===== src/rtl/reset_sequencer.sv =====
// reset_sequencer: releases NUM_STAGES active-low reset domains in index order,
// each preceded by a HOLD_CYCLES gap and gated on the previous stage's ack.
// A soft reset request accepted in DONE replays the whole sequence.
// Optional macro RESET_SEQ_TIMEOUT_EN: bounds each ack wait to ACK_TIMEOUT
// cycles, sets a sticky timeout_err and restarts the sequence from stage 0.
module reset_sequencer #(
  parameter int NUM_STAGES  = 3,
  parameter int HOLD_CYCLES = 16,
  parameter int ACK_TIMEOUT = 1024
) (
  input  logic                  clk,
  input  logic                  rst,
  input  logic                  soft_rst_req,
  input  logic [NUM_STAGES-1:0] stage_ack,
  output logic [NUM_STAGES-1:0] stage_rst_n,
  output logic                  seq_done,
  output logic                  busy,
  output logic                  timeout_err
);

  localparam int MAX_CNT = (HOLD_CYCLES > ACK_TIMEOUT) ? HOLD_CYCLES : ACK_TIMEOUT;
  localparam int CW      = $clog2(MAX_CNT) + 1;
  localparam int KW      = $clog2(NUM_STAGES) + 1;

  localparam logic [CW-1:0] HOLD_LAST = CW'(HOLD_CYCLES - 1);
  localparam logic [KW-1:0] K_LAST    = KW'(NUM_STAGES - 1);
`ifdef RESET_SEQ_TIMEOUT_EN
  localparam logic [CW-1:0] ACK_LAST  = CW'(ACK_TIMEOUT - 1);
`endif

  typedef enum logic [1:0] {
    S_HOLD,
    S_WAIT_ACK,
    S_DONE
  } state_t;

  state_t                  state_q, state_d;
  logic [KW-1:0]           k_q, k_d;
  logic [CW-1:0]           cnt_q, cnt_d;
  logic [NUM_STAGES-1:0]   rst_n_q, rst_n_d;
  logic                    done_q, done_d;
  logic                    busy_q, busy_d;
  logic                    terr_q, terr_d;
  logic                    ack_sel;

  // State and registered outputs; rst restores the reset values on any edge.
  always_ff @(posedge clk) begin
    if (rst) begin
      state_q <= S_HOLD;
      k_q     <= '0;
      cnt_q   <= '0;
      rst_n_q <= '0;
      done_q  <= 1'b0;
      busy_q  <= 1'b1;
      terr_q  <= 1'b0;
    end else begin
      state_q <= state_d;
      k_q     <= k_d;
      cnt_q   <= cnt_d;
      rst_n_q <= rst_n_d;
      done_q  <= done_d;
      busy_q  <= busy_d;
      terr_q  <= terr_d;
    end
  end

  // Next-state logic: hold gap, ack wait, and soft-reset restart from DONE.
  always_comb begin
    state_d = state_q;
    k_d     = k_q;
    cnt_d   = cnt_q;
    rst_n_d = rst_n_q;
    terr_d  = terr_q;

    // Select the ack of the current stage only; later stages' acks are ignored.
    ack_sel = 1'b0;
    for (int unsigned i = 0; i < NUM_STAGES; i++) begin
      if (k_q == KW'(i)) ack_sel = stage_ack[i];
    end

    unique case (state_q)
      S_HOLD: begin
        if (cnt_q == HOLD_LAST) begin
          for (int unsigned i = 0; i < NUM_STAGES; i++) begin
            if (k_q == KW'(i)) rst_n_d[i] = 1'b1;
          end
          cnt_d   = '0;
          state_d = S_WAIT_ACK;
        end else begin
          cnt_d = cnt_q + 1'b1;
        end
      end
      S_WAIT_ACK: begin
        // An ack wins over a timeout that falls on the same cycle.
        if (ack_sel) begin
          cnt_d = '0;
          if (k_q == K_LAST) begin
            state_d = S_DONE;
          end else begin
            k_d     = k_q + 1'b1;
            state_d = S_HOLD;
          end
        end
`ifdef RESET_SEQ_TIMEOUT_EN
        else if (cnt_q == ACK_LAST) begin
          terr_d  = 1'b1;
          rst_n_d = '0;
          k_d     = '0;
          cnt_d   = '0;
          state_d = S_HOLD;
        end else begin
          cnt_d = cnt_q + 1'b1;
        end
`endif
      end
      S_DONE: begin
        if (soft_rst_req) begin
          rst_n_d = '0;
          k_d     = '0;
          cnt_d   = '0;
          state_d = S_HOLD;
        end
      end
      default: begin
        rst_n_d = '0;
        k_d     = '0;
        cnt_d   = '0;
        state_d = S_HOLD;
      end
    endcase

    done_d = (state_d == S_DONE);
    busy_d = (state_d != S_DONE);
  end

  assign stage_rst_n = rst_n_q;
  assign seq_done    = done_q;
  assign busy        = busy_q;
  assign timeout_err = terr_q;

endmodule


===== config.mk =====
export PLATFORM = sky130hd
export DESIGN_NAME = reset_sequencer
export DESIGN_NICKNAME = d
export VERILOG_FILES = /design/src/rtl/reset_sequencer.sv
export SDC_FILE = /design/constraint.sdc
export NUM_CORES = 1
export LEC_CHECK = 0
export BUFFER_PORTS_ARGS = -buffer_cell sky130_fd_sc_hd__buf_2
export CELL_PAD_IN_SITES_DETAIL_PLACEMENT = 1
export CELL_PAD_IN_SITES_GLOBAL_PLACEMENT = 1
export CORE_MARGIN = 1.5
export CORE_UTILIZATION = 41
export DETAILED_ROUTE_END_ITERATION = 8
export MAX_ROUTING_LAYER = met4
export PLACE_DENSITY = 0.75
export SLEW_MARGIN = 20
export SYNTH_ARGS = -nofsm -noshare
export SYNTH_HDL_FRONTEND = slang
export SYNTH_SLANG_ARGS = --single-unit
export TNS_END_PERCENT = 20

===== constraint.sdc =====
create_clock -name clk -period 2.9 [get_ports clk]
set_input_delay 0.29 -clock clk [delete_from_list [all_inputs] [get_ports clk]]
set_output_delay 0.29 -clock clk [all_outputs]
set_load 0.01 [all_outputs]

After elaboration in Yosys (flattened, before gate mapping):

Cells that the tools add are included.

* $add $sub $neg: 2
* equal/unequal tests: 14
* multiplexer cells: 21
* bitwise logic cells: 2
* reduce and logical (&&, ||, !) cells: 7

Operators by type and width (count)
* 11-bit 2-to-1 mux: 3
* 11-bit one-hot mux with 3 select lines: 1
* 3-bit one-hot mux with 3 select lines: 2
* 2-bit != test, second input constant: 8
* 4-bit AND reduction: 4
* 3-bit 2-to-1 mux: 4
* 11-bit by 1-bit adder with 11-bit output, second input constant: 1
* 11-bit by 4-bit == test with 1-bit output, second input constant: 1
* 2-bit 2-to-1 mux: 4
* 1-bit 2-to-1 mux: 6
* 2-bit one-hot mux with 3 select lines: 1
* 2-bit == test, second input constant: 2
* 3-bit by 1-bit adder with 3-bit output, second input constant: 1
* 3-bit by 1-bit == test with 1-bit output, second input constant: 1
* 3-bit by 2-bit == test with 1-bit output, second input constant: 1
* 3-bit logical NOT: 1
* 2-bit by 1-bit == test with 1-bit output, second input constant: 1
* 2-bit logical NOT: 1
* 1-bit NOT: 2
* 2-bit AND reduction: 1

* register bits after elaboration: 21
* output and inout port bits: 6

Longest topological paths before layout:

* depth after elaboration: 7
* mapped depth: 6
* gate-level depth less buffers: 6

Least setup slack after synthesis:

Ideal clock, no wire load.

* path kind: register -> register
* start point: register k_q[1]
* end point: register cnt_q[0]
* setup time: 0.132 ns
* arrival: 1.498 ns
* path slack: 1.270 ns
* stages on the path, launching flop included: 7
* path buffers: 0
* period minus slack after synthesis: 1.630 ns
* cells stage by stage: dfxtp_1 -> inv_1 -> ha_1 -> nand3b_1 -> or3_4 -> a32oi_4 -> mux2i_1

* cells in the longest elaborated chain, start to end: 6
* elaborated cells between the ends (all ways): 8
* those cells by class: eq/ne (3); mux (3); reduce/logical (2)

Ends and longest elaborated chain
* start: declaration: line 38 `logic [KW-1:0] k_q, k_d;`
* start signal: assignment: line 58 `k_q <= k_d;`
* 3-bit logical NOT: line 78 `if (k_q == KW'(i)) ack_sel = stage_ack[i];`
* 1-bit 2-to-1 mux (2 in series): line 78
* 1-bit 2-to-1 mux *: line 78
* 2-bit != test (no line) *
* 2-bit AND reduction (no line) *
* end signal: assignment: line 59 `cnt_q <= cnt_d;`
* end: declaration: line 39 `logic [CW-1:0] cnt_q, cnt_d;`

Every way passes the cells marked *; elsewhere a longest branch is shown, timed or not.
A chain may end at the register's enable or synchronous reset.

Worst setup path after layout:

* start point: register k_q[0]
* end point: register cnt_q[5]

Same word-level chain as after synthesis.

==> run_results.csv <==
group,metric,value,unit
logic_synthesis,syn_nets,144,
pwr,power_switching,0.119,mW
logic_synthesis,postSynthCellCount,133,
route,ant_nets,0,
global_route,overflow,0,
pwr,power_frac_clock,29.0,%
pwr,vdd_drop_max,0.274,mV
cts,cts_inserted_buffers,3,
route,vias_per_cell,5.57,
cells_and_area,area_growth,7.98,%
placement,portBuffers,10,
setup_path,critPathLaunchType,"register",
die,die_w,55.8,um
global_route,grt_pass1_wl,4.51,mm
cells_and_area,nNetsFinal,156,
cts,cts.repair.resized,0,
global_route,gr-usage-all-layers,18.4,%
logic_synthesis,synth_most_common_cell,"dfxtp_1",
cts,insertion_delay,0.31,ns
sta,max_freq,542,MHz
cells_and_area,final_layout_size_suffix_gt1_share,13.9,%
route,wl_per_cell,14.7,um
logic_synthesis,synth_xor_area_share,1.53,%
job,cap_viol_max_count,0,
cts,post-cts-setup-buffer-count,0,
route,drc,0,
logic_synthesis,synth-main-ff-cell,"dfxtp_1",
setup_path,cp-end-kind,"register",
pwr,pwr-share-comb,6.7,%
route,totalWireLength,2.56,mm
sta,hold_viol,0,
logic_synthesis,synth_cell_types,40,
logic_synthesis,synthTopCellsByCount,"dfxtp_1 (21), inv_1 (14), o21ai_0 (13)",
logic_synthesis,synthArstFlopShare,0,%
logic_synthesis,synth_area,1140,um^2
sta,fin_crit_sh,63.6,%
pwr,pwr_density_cell,390,nW/um^2
global_route,grt_start_max_net_pins,14,
logic_synthesis,yosysTopAreaCellShare,36.7,%
logic_synthesis,synth_top_family_by_area,"compound AO/OA/AOI/OAI gates",
route,vias,969,
cts,cts.sinks,21,
min_path,hp-class,"input pin to register",
cells_and_area,fill_cells,326,
setup_path,crit_arrival,2.08,ns
sta,finalSetupViolCount,0,
pwr,power.leakage,0.449,nW
sta,fin_tns_setup,0,ns
die,die_height,55.8,um
die,rows,18,
logic_synthesis,synth_adder_area_share,5.46,%
sta,clock_skew,0.00477,ns
logic_synthesis,avgSynthCellArea,8.61,um^2
global_route,antenna_found_initial,0,
run_status,status,"finished clean",
die,core,2570,um^2
logic_synthesis,synthSimpleGateAreaFrac,22.6,%
placement,globalplace.congestion,0.795,
logic_synthesis,yosysSeqAreaShare,36.7,%
cts,cts_tree,"built",
die,dieArea,3120,um^2
cts,cts-root-buf,"clkbuf_4",
logic_synthesis,synth_mux_area_share,0.874,%
placement,dp_hpwl,1.99,mm
setup_path,cp.required,3.14,ns
logic_synthesis,synth_compound_area_share,25.8,%
pwr,power_frac_seq,64.3,%
logic_synthesis,synth_edf_count,0,
route,dr.pass1.iters,4,
pwr,swShare,24.7,%
sta,min_period,1.84,ns
logic_synthesis,yosys.area.top_type,"dfxtp_1",
die,boundaryPins,12,
cts,path_clk_slew,0.11,ns
logic_synthesis,ys_ff_latch,21,
sta,drv_slew,0,
logic_synthesis,synth.area.top_cells,"dfxtp_1 (37%), o21ai_0 (5.7%), ha_1 (5.5%), inv_1 (4.6%), nand3_1 (3.5%)",
setup_path,crit_fanout,9,
pwr,internal_power,0.363,mW
cts,htreeDepth,1,
cells_and_area,fin_util,48.1,%
die,initial_core_util,44.6,%
cts,cts_max_path_buffers,2,
cts,ctsHoldBuffers,0,
logic_synthesis,synth_warnings,0,
cells_and_area,antenna_cells,0,
global_route,grt_pass1_vias,972,
route,initialDrtViolationCount,17,
setup_path,critPathKind,"register to register",
sta,rsz0062_at_grt,"false",
-- cells in the final DEF (no fill, tap or decap), types with 4 or more instances in the layout --
cell type  instances
nand2_1            4
nand3_1            8
o21a_1             5
buf_2             10
inv_1             14
nor3_1             4
a21oi_1            5
dfxtp_1           21
ha_1               5
o31ai_1            5
o21ai_0           13
nor2b_1            4
nor2_1             8
-- kinds of logic after synthesis --
logic type               after synthesis
multiplexers                           1
AND/OR/NAND/NOR                       44
buffers and inverters                 17
XOR/XNOR                               2
other                                  1
flip-flops                            21
adder cells (fa/ha/maj)                5
AO/OA/AOI/OAI                         42
-- worst max-delay path, stage by stage, from the launching register on --
cell and delay [ns]:
dfxtp_1 0.37, inv_1 0.10, ha_1 0.24, nor2b_1 0.19
a32oi_1 0.40, a32oi_4 0.27, o21ai_0 0.21
-- stage by stage --
stage	worst slack [ns]	power [mW]	cell area, um^2	hold WS, ns	std cells
2_1_floorplan	1.27	0.338	1140	0.471	133
3_3_place_gp	1.14	0.347	1210	0.495	170
3_5_place_dp	1.04	0.348	1210	0.501	170
4_1_cts	1.03	0.488	1240	0.253	174
5_1_grt	0.919	0.505	1240	0.256	174
6_report	1.06	0.482	1240	0.255	174
-- worst paths after layout --
kind / from / cells past startpoint / to / slack [ns]
worst max register to register: k_q[0]$_SDFFE_PP0P_ / 6 / cnt_q[5]$_SDFFE_PP0P_ / 1.06
worst min register to register: cnt_q[10]$_SDFFE_PP0P_ / 2 / cnt_q[10]$_SDFFE_PP0P_ / 0.52
worst max-delay path: k_q[0]$_SDFFE_PP0P_ / 6 / cnt_q[5]$_SDFFE_PP0P_ / 1.06
worst min-delay path: rst / 2 / state_q[0]$_SDFF_PP0_ / 0.26
-- per-layer routing --
metal,GRT usage [%],wire (um)
met3,4.19,61
met2,28.7,1150
met5,-,0
met1,24.4,1320
met4,4.08,23
-- state kept, by name, summed over array words and instances (netlist names) --
signal and cells:
stage_rst_n 3, cnt_q 11, k_q 3, busy 1
state_q 2, seq_done 1
-- power by group through the flow --
stage	combinational, mW	sequential, mW	clock [mW]
2_1_floorplan	0.0253	0.313	0
3_3_place_gp	0.0312	0.316	0
3_5_place_dp	0.0326	0.316	0
4_1_cts	0.0328	0.310	0.145
5_1_grt	0.0367	0.312	0.156
6_report	0.0324	0.310	0.140
-- layout make-up --
| cell class | count | area (um^2) | share of cell area [%] |
|---|---|---|---|
| multi-input cells | 95 | 648 | 52.4 |
| flip-flops and latches | 21 | 420 | 34.0 |
| inverters | 14 | 52.6 | 4.25 |
| repair buffers | 10 | 50.0 | 4.05 |
| well taps | 30 | 37.5 | 3.04 |
| clock buffers | 3 | 22.5 | 1.82 |
| clock inverters | 1 | 5.00 | 0.405 |
Power figures use the tool's default switching activity.
